**config.mk**
```make
export PLATFORM = sky130hd
export DESIGN_NAME = imem_dmem_arbiter
export DESIGN_NICKNAME = d
export VERILOG_FILES = /design/src/rtl/imem_dmem_arbiter.sv
export SDC_FILE = /design/constraint.sdc
export NUM_CORES = 1
export LEC_CHECK = 0
export ABC_AREA = 1
export BUFFER_PORTS_ARGS = -buffer_cell sky130_fd_sc_hd__buf_2
export CORE_MARGIN = 8
export CORE_UTILIZATION = 41
export CTS_BUF_LIST = sky130_fd_sc_hd__clkbuf_16
export DETAILED_ROUTE_END_ITERATION = 8
export PLACE_DENSITY = 0.77
export SKIP_LAST_GASP = 1
export SYNTH_ARGS = -nofsm -noshare
export SYNTH_HDL_FRONTEND = slang
export SYNTH_SLANG_ARGS = --single-unit
```
**constraint.sdc**
```tcl
create_clock -name clk1 -period 1.6 [get_ports clk1]
set_input_delay 0.08 -clock clk1 [delete_from_list [all_inputs] [get_ports clk1]]
set_output_delay 0.08 -clock clk1 [all_outputs]
set_load 0.005 [all_outputs]
```
**src/rtl/imem_dmem_arbiter.sv**
```systemverilog
// Single-port memory arbiter shared by instruction fetch, data access and a debug/loader port.
// One grant per cycle, 1-cycle read latency, exclusive DBG lock that holds the CPU pipeline.
module imem_dmem_arbiter #(
  parameter int AW           = 10,
  parameter int DW           = 32,
  parameter int STARVE_LIMIT = 4
) (
  input  logic          clk1,
  input  logic          rst,
  input  logic          if_req,
  input  logic [AW-1:0] if_addr,
  output logic          if_gnt,
  output logic          if_rvalid,
  output logic [DW-1:0] if_rdata,
  input  logic          dm_req,
  input  logic          dm_we,
  input  logic [AW-1:0] dm_addr,
  input  logic [DW-1:0] dm_wdata,
  output logic          dm_gnt,
  output logic          dm_rvalid,
  output logic [DW-1:0] dm_rdata,
  input  logic          dbg_req,
  input  logic          dbg_we,
  input  logic [AW-1:0] dbg_addr,
  input  logic [DW-1:0] dbg_wdata,
  input  logic          dbg_lock,
  output logic          dbg_gnt,
  output logic          dbg_rvalid,
  output logic [DW-1:0] dbg_rdata,
  output logic          mem_en,
  output logic          mem_we,
  output logic [AW-1:0] mem_addr,
  output logic [DW-1:0] mem_wdata,
  input  logic [DW-1:0] mem_rdata,
  output logic          cpu_hold
);

  localparam int SW = $clog2(STARVE_LIMIT + 1);

  typedef enum logic {S_NORMAL, S_LOCKED} state_e;
  typedef enum logic [1:0] {OWN_NONE, OWN_IF, OWN_DM, OWN_DBG} owner_e;

  state_e        r_state, w_state_nxt;
  owner_e        r_owner, w_owner_nxt;
  logic [SW-1:0] r_starve, w_starve_nxt;
  logic [DW-1:0] r_if_hold, r_dm_hold, r_dbg_hold;
  logic          w_if_promote;

  assign w_if_promote = (r_starve == SW'(STARVE_LIMIT)) && if_req;

  // Grant decision and memory-side mux.
  // NOTE: every always_comb output gets a default first so no path can infer a latch.
  always_comb begin
    if_gnt    = 1'b0;
    dm_gnt    = 1'b0;
    dbg_gnt   = 1'b0;
    mem_we    = 1'b0;
    mem_addr  = '0;
    mem_wdata = '0;
    if (!rst) begin
      if (dbg_req) begin
        dbg_gnt = 1'b1;
      end else if (r_state == S_NORMAL) begin
        if (w_if_promote)  if_gnt = 1'b1;
        else if (dm_req)   dm_gnt = 1'b1;
        else if (if_req)   if_gnt = 1'b1;
      end
    end
    if (dbg_gnt) begin
      mem_we    = dbg_we;
      mem_addr  = dbg_addr;
      mem_wdata = dbg_wdata;
    end else if (dm_gnt) begin
      mem_we    = dm_we;
      mem_addr  = dm_addr;
      mem_wdata = dm_wdata;
    end else if (if_gnt) begin
      mem_addr  = if_addr;
    end
  end

  assign mem_en = if_gnt | dm_gnt | dbg_gnt;

  always_comb begin
    w_owner_nxt  = OWN_NONE;
    w_state_nxt  = r_state;
    w_starve_nxt = r_starve;
    if (dbg_gnt && !dbg_we)     w_owner_nxt = OWN_DBG;
    else if (dm_gnt && !dm_we)  w_owner_nxt = OWN_DM;
    else if (if_gnt)            w_owner_nxt = OWN_IF;

    case (r_state)
      S_NORMAL: begin
        if (dbg_gnt && dbg_lock) w_state_nxt = S_LOCKED;
        if (if_req && !if_gnt) begin
          if (r_starve != SW'(STARVE_LIMIT)) w_starve_nxt = r_starve + 1'b1;
        end else begin
          w_starve_nxt = '0;
        end
      end
      S_LOCKED: begin
        if (!dbg_lock) w_state_nxt = S_NORMAL;
      end
      default: w_state_nxt = S_NORMAL;
    endcase
  end

  // NOTE: sequential state uses non-blocking assignments so every register samples pre-edge values.
  always_ff @(posedge clk1) begin
    if (rst) begin
      r_state  <= S_NORMAL;
      r_owner  <= OWN_NONE;
      r_starve <= '0;
    end else begin
      r_state  <= w_state_nxt;
      r_owner  <= w_owner_nxt;
      r_starve <= w_starve_nxt;
    end
  end

  assign if_rvalid  = !rst && (r_owner == OWN_IF);
  assign dm_rvalid  = !rst && (r_owner == OWN_DM);
  assign dbg_rvalid = !rst && (r_owner == OWN_DBG);
  assign cpu_hold   = !rst && (r_state == S_LOCKED);

  // NOTE: the read-data hold registers are pure datapath and carry no reset; rvalid qualifies them.
  always_ff @(posedge clk1) begin
    if (if_rvalid)  r_if_hold  <= mem_rdata;
    if (dm_rvalid)  r_dm_hold  <= mem_rdata;
    if (dbg_rvalid) r_dbg_hold <= mem_rdata;
  end

  assign if_rdata  = if_rvalid  ? mem_rdata : r_if_hold;
  assign dm_rdata  = dm_rvalid  ? mem_rdata : r_dm_hold;
  assign dbg_rdata = dbg_rvalid ? mem_rdata : r_dbg_hold;

endmodule

```
==> results of run 1 <==
[worst paths after layout]
kind,to,slack (ps),cells after the start
max reg2reg,r_dm_hold[2],80,8
min reg2reg,r_dbg_hold[29],460,2
max,dm_rdata[8],-220,7
min,r_state,60,3
[registers in the layout, indices dropped and copies added (netlist names)]
register / flops
r_dm_hold: 32
r_if_hold: 32
r_dbg_hold: 32
r_starve: 3
r_state: 1
r_owner: 2
[worst max-delay path, delay by kind of cell (launching register included)]
family / cells / cell delay [ps]
DFF: 1 / 360
and+or+nand+nor: 2 / 330
buffers and inverters: 4 / 640
AOI/OAI and AO/OA: 1 / 60
[per-layer routing]
| layer | vias to the layer above | wire length (µm) | track usage, % |
|---|---|---|---|
| met5 | - | 0 | 0 |
| met4 | 0 | 1060 | 11.8 |
| met3 | 86 | 1700 | 8.03 |
| met2 | 336 | 11700 | 53.2 |
| met1 | 2412 | 7590 | 26.8 |
| li1 | 2260 | - | - |
[timing repair]
action | in CTS | in global routing
setup endpoints to repair | 112 | 142
hold buffers | 3 | 0
cloned | 14 | 5
pin swaps | 11 | 16
endpoints found under the hold margin | 3 | 0
resized for setup | 164 | 177
buffers inserted | 29 | 13
[area by class of cell]
class / instances / area share [%]
clock buffer: 9 / 2.88
timing repair buffer: 350 / 32.0
antenna: 1 / 0.0320
timing repair inverter: 1 / 0.0959
multi-input combinational: 302 / 33.5
clock inverter: 7 / 0.863
sequential: 102 / 26.2
inverter: 47 / 2.41
tap: 129 / 2.06
[kinds of logic after synthesis]
logic type,count (synthesis)
DFF,102
AOI/OAI and AO/OA,135
adders and majority gates,2
and+or+nand+nor,165
buffers and inverters,75
[power breakdown]
part / internal (mW) / switching [mW]
clock: 1.10 / 1.07
sequential: 3.15 / 0.401
combinational: 1.56 / 1.58
total: 5.80 / 3.05
[placed cells by master, fill, tap and decap left out, types with 2 or more instances in the layout]
cell           count
buf_2            270
dfxtp_1           98
nand2_1           64
nand2_4           58
inv_1             38
o21ai_2           36
o21ai_4           34
a22o_1            33
buf_4             28
o21ai_1           23
buf_6             20
nand2_2           18
clkbuf_16         13
buf_16            13
nand3_2           12
buf_12            10
o21ai_0            6
inv_2              5
inv_4              3
nor2_1             3
nand3_1            3
dlygate4sd3_1      3
dfxtp_2            3
nor3_4             2
clkinv_4           2
a21oi_1            2
inv_8              2
clkinvlp_4         2
buf_8              2
[per-stage QoR]
step | hold slack (ps) | setup TNS, ps
after global placement | 301 | 0
final | 59.3 | -20280
after floorplan | 182 | 0
after CTS | 39.7 | -14110
after global routing | 61.8 | -27980
after detailed placement | 305 | -5.92
==> key figures, run 1 <==
Layout
  • Final instance area: 0.00783 mm²
  • Register area: 0.00205 mm²
  • Fin nets: 949
  • Fill cells: 494
  • Fraction of layout cells with a size suffix above 1: 66.4%
  • Final core occ: 84.8%
  • Layout area overhead: 99.9%
  • Post-Layout Cell Count: 948
  • Area of the multi-input gates: 0.00262 mm²

Logic synthesis
  • Adder-cell area share of the yosys netlist: 0.639%
  • Post-synthesis xor/xnor area fraction: 0%
  • Largest family of logic cells by synthesized area: compound AO/OA/AOI/OAI gates
  • Synth Instances: 479
  • Register bit total from synthesis: 102
  • Synth cell count leaders: nand2_1 (138), dfxtp_1 (102), o21ai_1 (66)
  • Top cell type's share of synthesized area: 52.1%
  • Primary FF master, synth: dfxtp_1
  • Ys async rst share: 0%
  • Synth warn: 0
  • Mux contribution to synthesized area: 0%
  • Top-count cell post-synth: nand2_1
  • Avg Cell Area, Syn: 8.18 µm²
  • Number of synthesized flops with an enable pin: 0
  • Ranking of synthesized cells by area: dfxtp_1 (52%), nand2_1 (13%), o21ai_1 (8.4%), a22o_1 (7.4%), o21ai_0 (4.2%)
  • Synth unique cells: 23
  • Post-synthesis sequential area ratio: 52.1%
  • Syn_nets: 615
  • Mapped Area: 0.00392 mm²
  • Post-Synth Simple-Gate Area: 17.8%
  • Synth area leader: dfxtp_1
  • Compound-Gate Fraction of Synth Area: 20.6%

Critical path
  • Setup CP Type: register to primary output
  • Max incr delay on CP: 360 ps
  • CP arrival: 1740 ps
  • Setup crit start: r_owner[0]
  • Worst EP required: 1520 ps
  • Crit Path Max Fanout: 8
  • Crit. End Element: primary output
  • Startpoint Class: register
  • Worst-path cell chain: nor3_4, clkinv_4, buf_12, clkbuf_16, nand2_4, o21ai_4, buf_2
  • Reg2reg start: r_owner[0]
  • Slowest CP cell: dfxtp_4

Status
  • Failing checks: negative setup slack
  • Status: finished, violations left

Floorplan
  • Die area: 0.0129 mm²
  • Row Count: 35
  • Horiz. Die Dim: 114 µm
  • Die Ht: 114 µm
  • Core Area: 0.00924 mm²
  • Initial Util: 42.4%
  • # IOs: 281

GRT
  • Antenna violations before repair: 1
  • First-pass GRT wire length: 27500 µm
  • Pin count of the biggest net entering global routing: 46
  • Global route overflow: 0
  • Overall routing resource usage: 27.7%
  • Number of global-route vias before repair: 5006

Routing
  • Drt pass-1 iters: 5
  • Drt first-iter violations: 343
  • Via density: 5.37
  • Routed Antenna Nets: 0
  • Vias: 5094
  • WL/cell: 23.3 µm
  • Drt drc: 0
  • Final WL: 22100 µm

STA
  • Slew @ Worst Pin: 281 ps
  • PnR worst setup slack: -222 ps
  • Final slew viol count: 0
  • Fmax: 549 MHz
  • Final hold violation count: 0
  • Rel. slew slack: 81.1%
  • Unrepaired setup endpoints after global routing: yes
  • Period utilization: 114%
  • Final setup fails: 141
  • Crit path time final: 1820 ps
  • Layout Skew: 11.1 ps

Pwr
  • Pwr/cell area: 1130 mW/mm²
  • Max IR drop VDD: 0.684 mV
  • LEAKAGE: 4.03 nW
  • Pwr Total: 8.85 mW

Clocking
  • H-tree levels: 3
  • Clock slew at reported path FFs: 70 ps
  • Worst-Skew Late Latency: 340 ps
  • TritonCTS clock tree: done
  • Clock Tree Buf Depth: 2
  • Sink Count: 102
  • CTS Buf Count: 9
  • CTS Root Cell: clkbuf_16

Placement
  • Place WS: -5.92 ps
  • DP Cell Count: 868
  • GP Congestion: 0.819
  • DP Area: 0.00543 mm²
  • Post-DP HPWL: 12200 µm
  • Input/output buffers: 280

Worst hold path
  • Hold Startpoint: dbg_req
  • Worst hold path type: input pin to register

Job
  • Max Cap Viol: 0
Power figures use the tool's default switching activity.
==> run 2: changes to the inputs <==
- RECOVER_POWER: default -> 50
==> key figures, run 2 (synthesis results as in run 1) <==
Status
  • Status: finished, violations left
  • Failing checks: negative setup slack

Critical path
  • Worst-path cell chain: nor3_4, clkinv_4, buf_12, clkbuf_16, nand2_4, o21ai_4, buf_2
  • Crit Path Max Fanout: 8
  • Top delay family on crit path: buffers and inverters
  • Critical path buffers and inverters: 4
  • Worst EP required: 1520 ps
  • Setup CP Type: register to primary output
  • WP depth: 7
  • Slowest CP cell: dfxtp_4
  • Max incr delay on CP: 360 ps
  • R2R depth: 8
  • Crit. End Element: primary output
  • Startpoint Class: register
  • CP arrival: 1740 ps

Pwr
  • Combinational share of power: 35.4%
  • LEAKAGE: 4.03 nW
  • Pwr/cell area: 1130 mW/mm²
  • Clock Power Share: 24.5%
  • Max IR drop VDD: 0.684 mV
  • Switch share: 34.4%
  • Pwr Total: 8.85 mW
  • Switch Pwr: 3.05 mW
  • Internal: 5.80 mW
  • Seq pwr share: 40.1%

STA
  • Final setup fails: 141
  • Fmax: 549 MHz
  • Layout Skew: 11.1 ps
  • Unrepaired setup endpoints after global routing: yes
  • PnR worst setup slack: -222 ps
  • Period utilization: 114%
  • Slew @ Worst Pin: 281 ps
  • Rel. slew slack: 81.1%
  • Final slew viol count: 0
  • Final hold violation count: 0
  • Crit path time final: 1820 ps

Floorplan
  • Die area: 0.0129 mm²
  • Initial Util: 42.4%
  • Horiz. Die Dim: 114 µm
  • Row Count: 35
  • # IOs: 281
  • Core Area: 0.00924 mm²
  • Die Ht: 114 µm

GRT
  • Number of global-route vias before repair: 5006
  • Overall routing resource usage: 27.7%
  • Pin count of the biggest net entering global routing: 46
  • First-pass GRT wire length: 27500 µm
  • M1 GR Usage: 26.8%
  • GR peak layer: met2
  • Routing usage on met2: 53.2%
  • GRT met3 Usage: 8.03%
  • Global route overflow: 0
  • Antenna violations before repair: 1

Clocking
  • Clock slew at reported path FFs: 70 ps
  • Clock Tree Buf Depth: 2
  • H-tree levels: 3
  • Worst-Skew Late Latency: 340 ps
  • CTS Buf Count: 9
  • TritonCTS clock tree: done
  • Sink Count: 102
  • CTS Root Cell: clkbuf_16

Layout
  • Most frequent cells in the layout: buf_2 (269), dfxtp_1 (98), nand2_1 (64)
  • Largest regs: r_dbg_hold: 32 flops, r_dm_hold: 32 flops, r_if_hold: 32 flops
  • Fill cells: 494
  • Commonest non-fill, non-tap cell in the layout: buf_2
  • Layout area overhead: 99.9%
  • Fraction of layout cells with a size suffix above 1: 66.3%
  • Final instance area: 0.00783 mm²
  • Fin nets: 949

Placement
  • GP Congestion: 0.819
  • Input/output buffers: 280
  • Post-DP HPWL: 12200 µm
  • DP Area: 0.00543 mm²

Routing
  • Vias: 5094
  • Final WL: 22100 µm
  • Drt first-iter violations: 343
  • Drt drc: 0
  • Routed Antenna Nets: 0
  • Via density: 5.37
  • WL/cell: 23.3 µm
  • Drt pass-1 iters: 5

Job
  • Max Cap Viol: 0

Worst hold path
  • Worst hold path type: input pin to register
  • Worst hold path depth: 3
[run 2: repair_timing]
action | in CTS | in global routing
pin swaps | 11 | 16
cloned | 14 | 5
gates resized for setup | 164 | 177
hold buffers | 3 | 0
buffers inserted | 29 | 13
setup endpoints to repair | 112 | 142
hold endpoints to repair | 3 | 0
[run 2: cell type report]
type                       count  area [µm²]  area share (%)
multi-input combinational    302        2620            33.5
timing repair buffer         350        2500            32.0
sequential                   102        2050            26.2
clock buffer                   9         225            2.88
inverter                      47         189            2.41
tap                          129         161            2.06
clock inverter                 7        67.6           0.863
timing repair inverter         1        7.51          0.0959
antenna                        1        2.50          0.0320
[run 2: worst paths after layout]
| check | from | endpoint | slack [ps] |
|---|---|---|---|
| setup / recovery | r_owner[0] | dm_rdata[8] | -220 |
| hold / removal | dbg_req | r_state | 60 |
| setup reg to reg | r_owner[0] | r_dm_hold[2] | 80 |
| hold reg to reg | r_dbg_hold[29] | r_dbg_hold[29] | 460 |
[run 2: worst min-delay path: stages]
cell and delay (ps):
buf_2 110, nor2_4 60, nor2_1 100
[run 2: stage by stage]
stage	utilization, %	setup WS [ps]	TNS (ps)	std cells	hold slack, ps
3_3_place_gp	58.8	51.5	0	868	301
3_5_place_dp	58.8	-5.92	-5.92	868	305
5_1_grt	84.7	-270	-27980	948	61.8
4_1_cts	74.8	-206	-14110	930	39.7
6_report	84.7	-222	-20280	948	59.3
2_1_floorplan	-	265	0	479	182
[run 2: power groups by stage]
stage	clock network [mW]	registers, mW	logic, mW
floorplan	0	3.31	0.869
global placement	0	3.33	1.84
detailed placement	0	3.35	1.90
CTS	2.14	3.34	2.42
global route	2.28	3.57	3.31
finish	2.17	3.55	3.13
[run 2: per-layer routing]
| metal | vias to the layer above | wire, µm |
|---|---|---|
| li1 | 2260 | - |
| met1 | 2412 | 7590 |
| met2 | 336 | 11700 |
| met3 | 86 | 1700 |
| met4 | 0 | 1060 |
| met5 | - | 0 |
==> run 3: changes to the inputs <==
- ABC_CLOCK_PERIOD_IN_PS: default -> 1600
- CORE_ASPECT_RATIO: default -> 1.5
- CORE_UTILIZATION: 41 -> 40
- PLACE_DENSITY: 0.77 -> 0.75
==> key figures, run 3 (synthesis results as in run 1) <==
Critical path
  • Worst EP required: 1520 ps
  • Startpoint Class: register
  • R2R Path End: r_if_hold[4]
  • Most frequent CP cell: buf_6
  • R2R depth: 9
  • CP arrival: 1880 ps
  • Reg2reg start: r_owner[0]
  • Slowest CP cell: dfxtp_1
  • Crit. End Element: primary output
  • Max incr delay on CP: 330 ps
  • Worst-path cell chain: buf_6, nor3_4, clkinv_4, buf_6, o21ai_1, buf_2
  • R2r setup slk: 20 ps
  • Setup CP Type: register to primary output
  • Crit Path Max Fanout: 10

Placement
  • DP Cell Count: 855
  • Post-DP HPWL: 14000 µm
  • GP Congestion: 0.932
  • Input/output buffers: 280

STA
  • Final slew viol count: 0
  • Hold Slack: 19.7 ps
  • Period utilization: 122%
  • Fmax: 511 MHz
  • Rel. slew slack: 67.3%
  • Final hold violation count: 0
  • Post-Route Setup TNS: -29910 ps
  • PnR worst setup slack: -358 ps
  • Slew @ Worst Pin: 491 ps
  • Layout Skew: 9.04 ps
  • Crit path time final: 1960 ps
  • Unrepaired setup endpoints after global routing: yes
  • Final setup fails: 142

GRT
  • First-pass GRT wire length: 30100 µm
  • Pin count of the biggest net entering global routing: 41
  • Number of global-route vias before repair: 5042
  • Global route overflow: 0
  • Antenna violations before repair: 1
  • Overall routing resource usage: 29.4%

Routing
  • Via density: 5.54
  • Vias: 5188
  • WL/cell: 26.2 µm
  • Drt drc: 0
  • Routed Antenna Nets: 0
  • Drt first-iter violations: 263
  • Drt pass-1 iters: 4
  • Final WL: 24500 µm

Layout
  • Commonest non-fill, non-tap cell in the layout: buf_2
  • Layout area overhead: 96.8%
  • Fraction of layout cells with a size suffix above 1: 64.1%
  • Largest regs: r_dbg_hold: 32 flops, r_dm_hold: 32 flops, r_if_hold: 32 flops
  • Post-Layout Cell Count: 936
  • Fin nets: 951
  • Most frequent cells in the layout: buf_2 (262), dfxtp_1 (99), nand2_1 (88)

Worst hold path
  • WHS Endpoint: r_owner[1]
  • Worst hold path type: input pin to register
  • Hold Startpoint: dbg_we
  • Worst hold path depth: 2

Floorplan
  • Row Count: 44
  • Initial Util: 40.7%
  • Die Ht: 137 µm
  • Horiz. Die Dim: 96.8 µm
  • # IOs: 281
  • Die area: 0.0133 mm²
  • Core Area: 0.00963 mm²

Clocking
  • CTS Buf Count: 9
  • CTS Root Cell: clkbuf_16
  • Clock slew at reported path FFs: 60 ps
  • Sink Count: 102
  • TritonCTS clock tree: done
  • Worst-Skew Late Latency: 350 ps
  • Clock Tree Buf Depth: 2
  • H-tree levels: 3

Status
  • Status: finished, violations left
  • Failing checks: negative setup slack

Pwr
  • Internal: 5.72 mW
  • Max IR drop VDD: 1.09 mV
  • Seq pwr share: 40.4%
  • Switch Pwr: 2.91 mW
  • Combinational share of power: 36.1%
  • Pwr/cell area: 1120 mW/mm²
  • LEAKAGE: 3.97 nW
  • Clock Power Share: 23.6%
  • Switch share: 33.8%

Job
  • Max Cap Viol: 0
run 3: changes by cell type in the layout (fill, tap and decap cells not counted), sizes merged:
cell / delta
diode: +1
clkbuf: +4
dlygate4sd3: -1
buf: -2
run 3: per-stage QoR:
step | setup slack, ps | util [%] | power, mW | instance area [µm²]
2_1_floorplan | 265 | - | 4.17 | 3920
3_3_place_gp | -64.8 | 56.0 | 5.20 | 5400
3_5_place_dp | -102 | 56.0 | 5.28 | 5400
4_1_cts | -273 | 72.1 | 7.91 | 6950
5_1_grt | -383 | 80.0 | 8.94 | 7710
6_report | -358 | 80.0 | 8.63 | 7710
run 3: metal layers:
| metal | track usage [%] | up-vias | share of wire [%] |
|---|---|---|---|
| li1 | - | 2258 | - |
| met1 | 32.0 | 2478 | 35 |
| met2 | 52.1 | 368 | 51 |
| met3 | 10.4 | 84 | 9.5 |
| met4 | 9.87 | 0 | 4.9 |
| met5 | 0 | - | 0 |
run 3: repair_timing:
action,CTS,global route
gates resized for setup,167,165
gates cloned,11,15
setup endpoints to repair,117,147
endpoints found under the hold margin,2,0
pin swaps,17,28
hold buffers,2,0
buffers inserted,36,11
run 3: how the worst max path moves through the flow:
stage	from	end	slack, ps	cells past startpoint
after floorplan	r_starve[0]	mem_addr[0]	260	8
after global placement	r_starve[0]	mem_wdata[5]	-60	8
after detailed placement	r_starve[0]	mem_wdata[13]	-100	8
after CTS	r_starve[1]	mem_wdata[13]	-270	9
after global routing	r_owner[0]	dm_rdata[18]	-380	6
final	r_owner[0]	dm_rdata[18]	-360	6
run 3: worst max-delay path: cells and delay by family, from the launching register on:
family	cells	cell delay (ps)
AOI/OAI and AO/OA	1	260
buffers and inverters	4	670
DFF	1	330
and+or+nand+nor	1	270
run 3: final cells by class:
class | count | area (µm²)
timing repair buffer | 351 | 2500
multi-input combinational | 302 | 2550
tap | 115 | 144
clock inverter | 6 | 38.8
fill | 582 | 1920
sequential | 102 | 2050
inverter | 47 | 184
clock buffer | 9 | 225
antenna | 2 | 5.00
timing repair inverter | 2 | 18.8
run 3: power groups by stage:
stage,registers [mW],clock network [mW],logic [mW]
floorplan,3.31,0,0.869
global placement,3.32,0,1.88
detailed placement,3.35,0,1.93
CTS,3.36,2.00,2.55
global route,3.52,2.12,3.30
finish,3.48,2.03,3.11
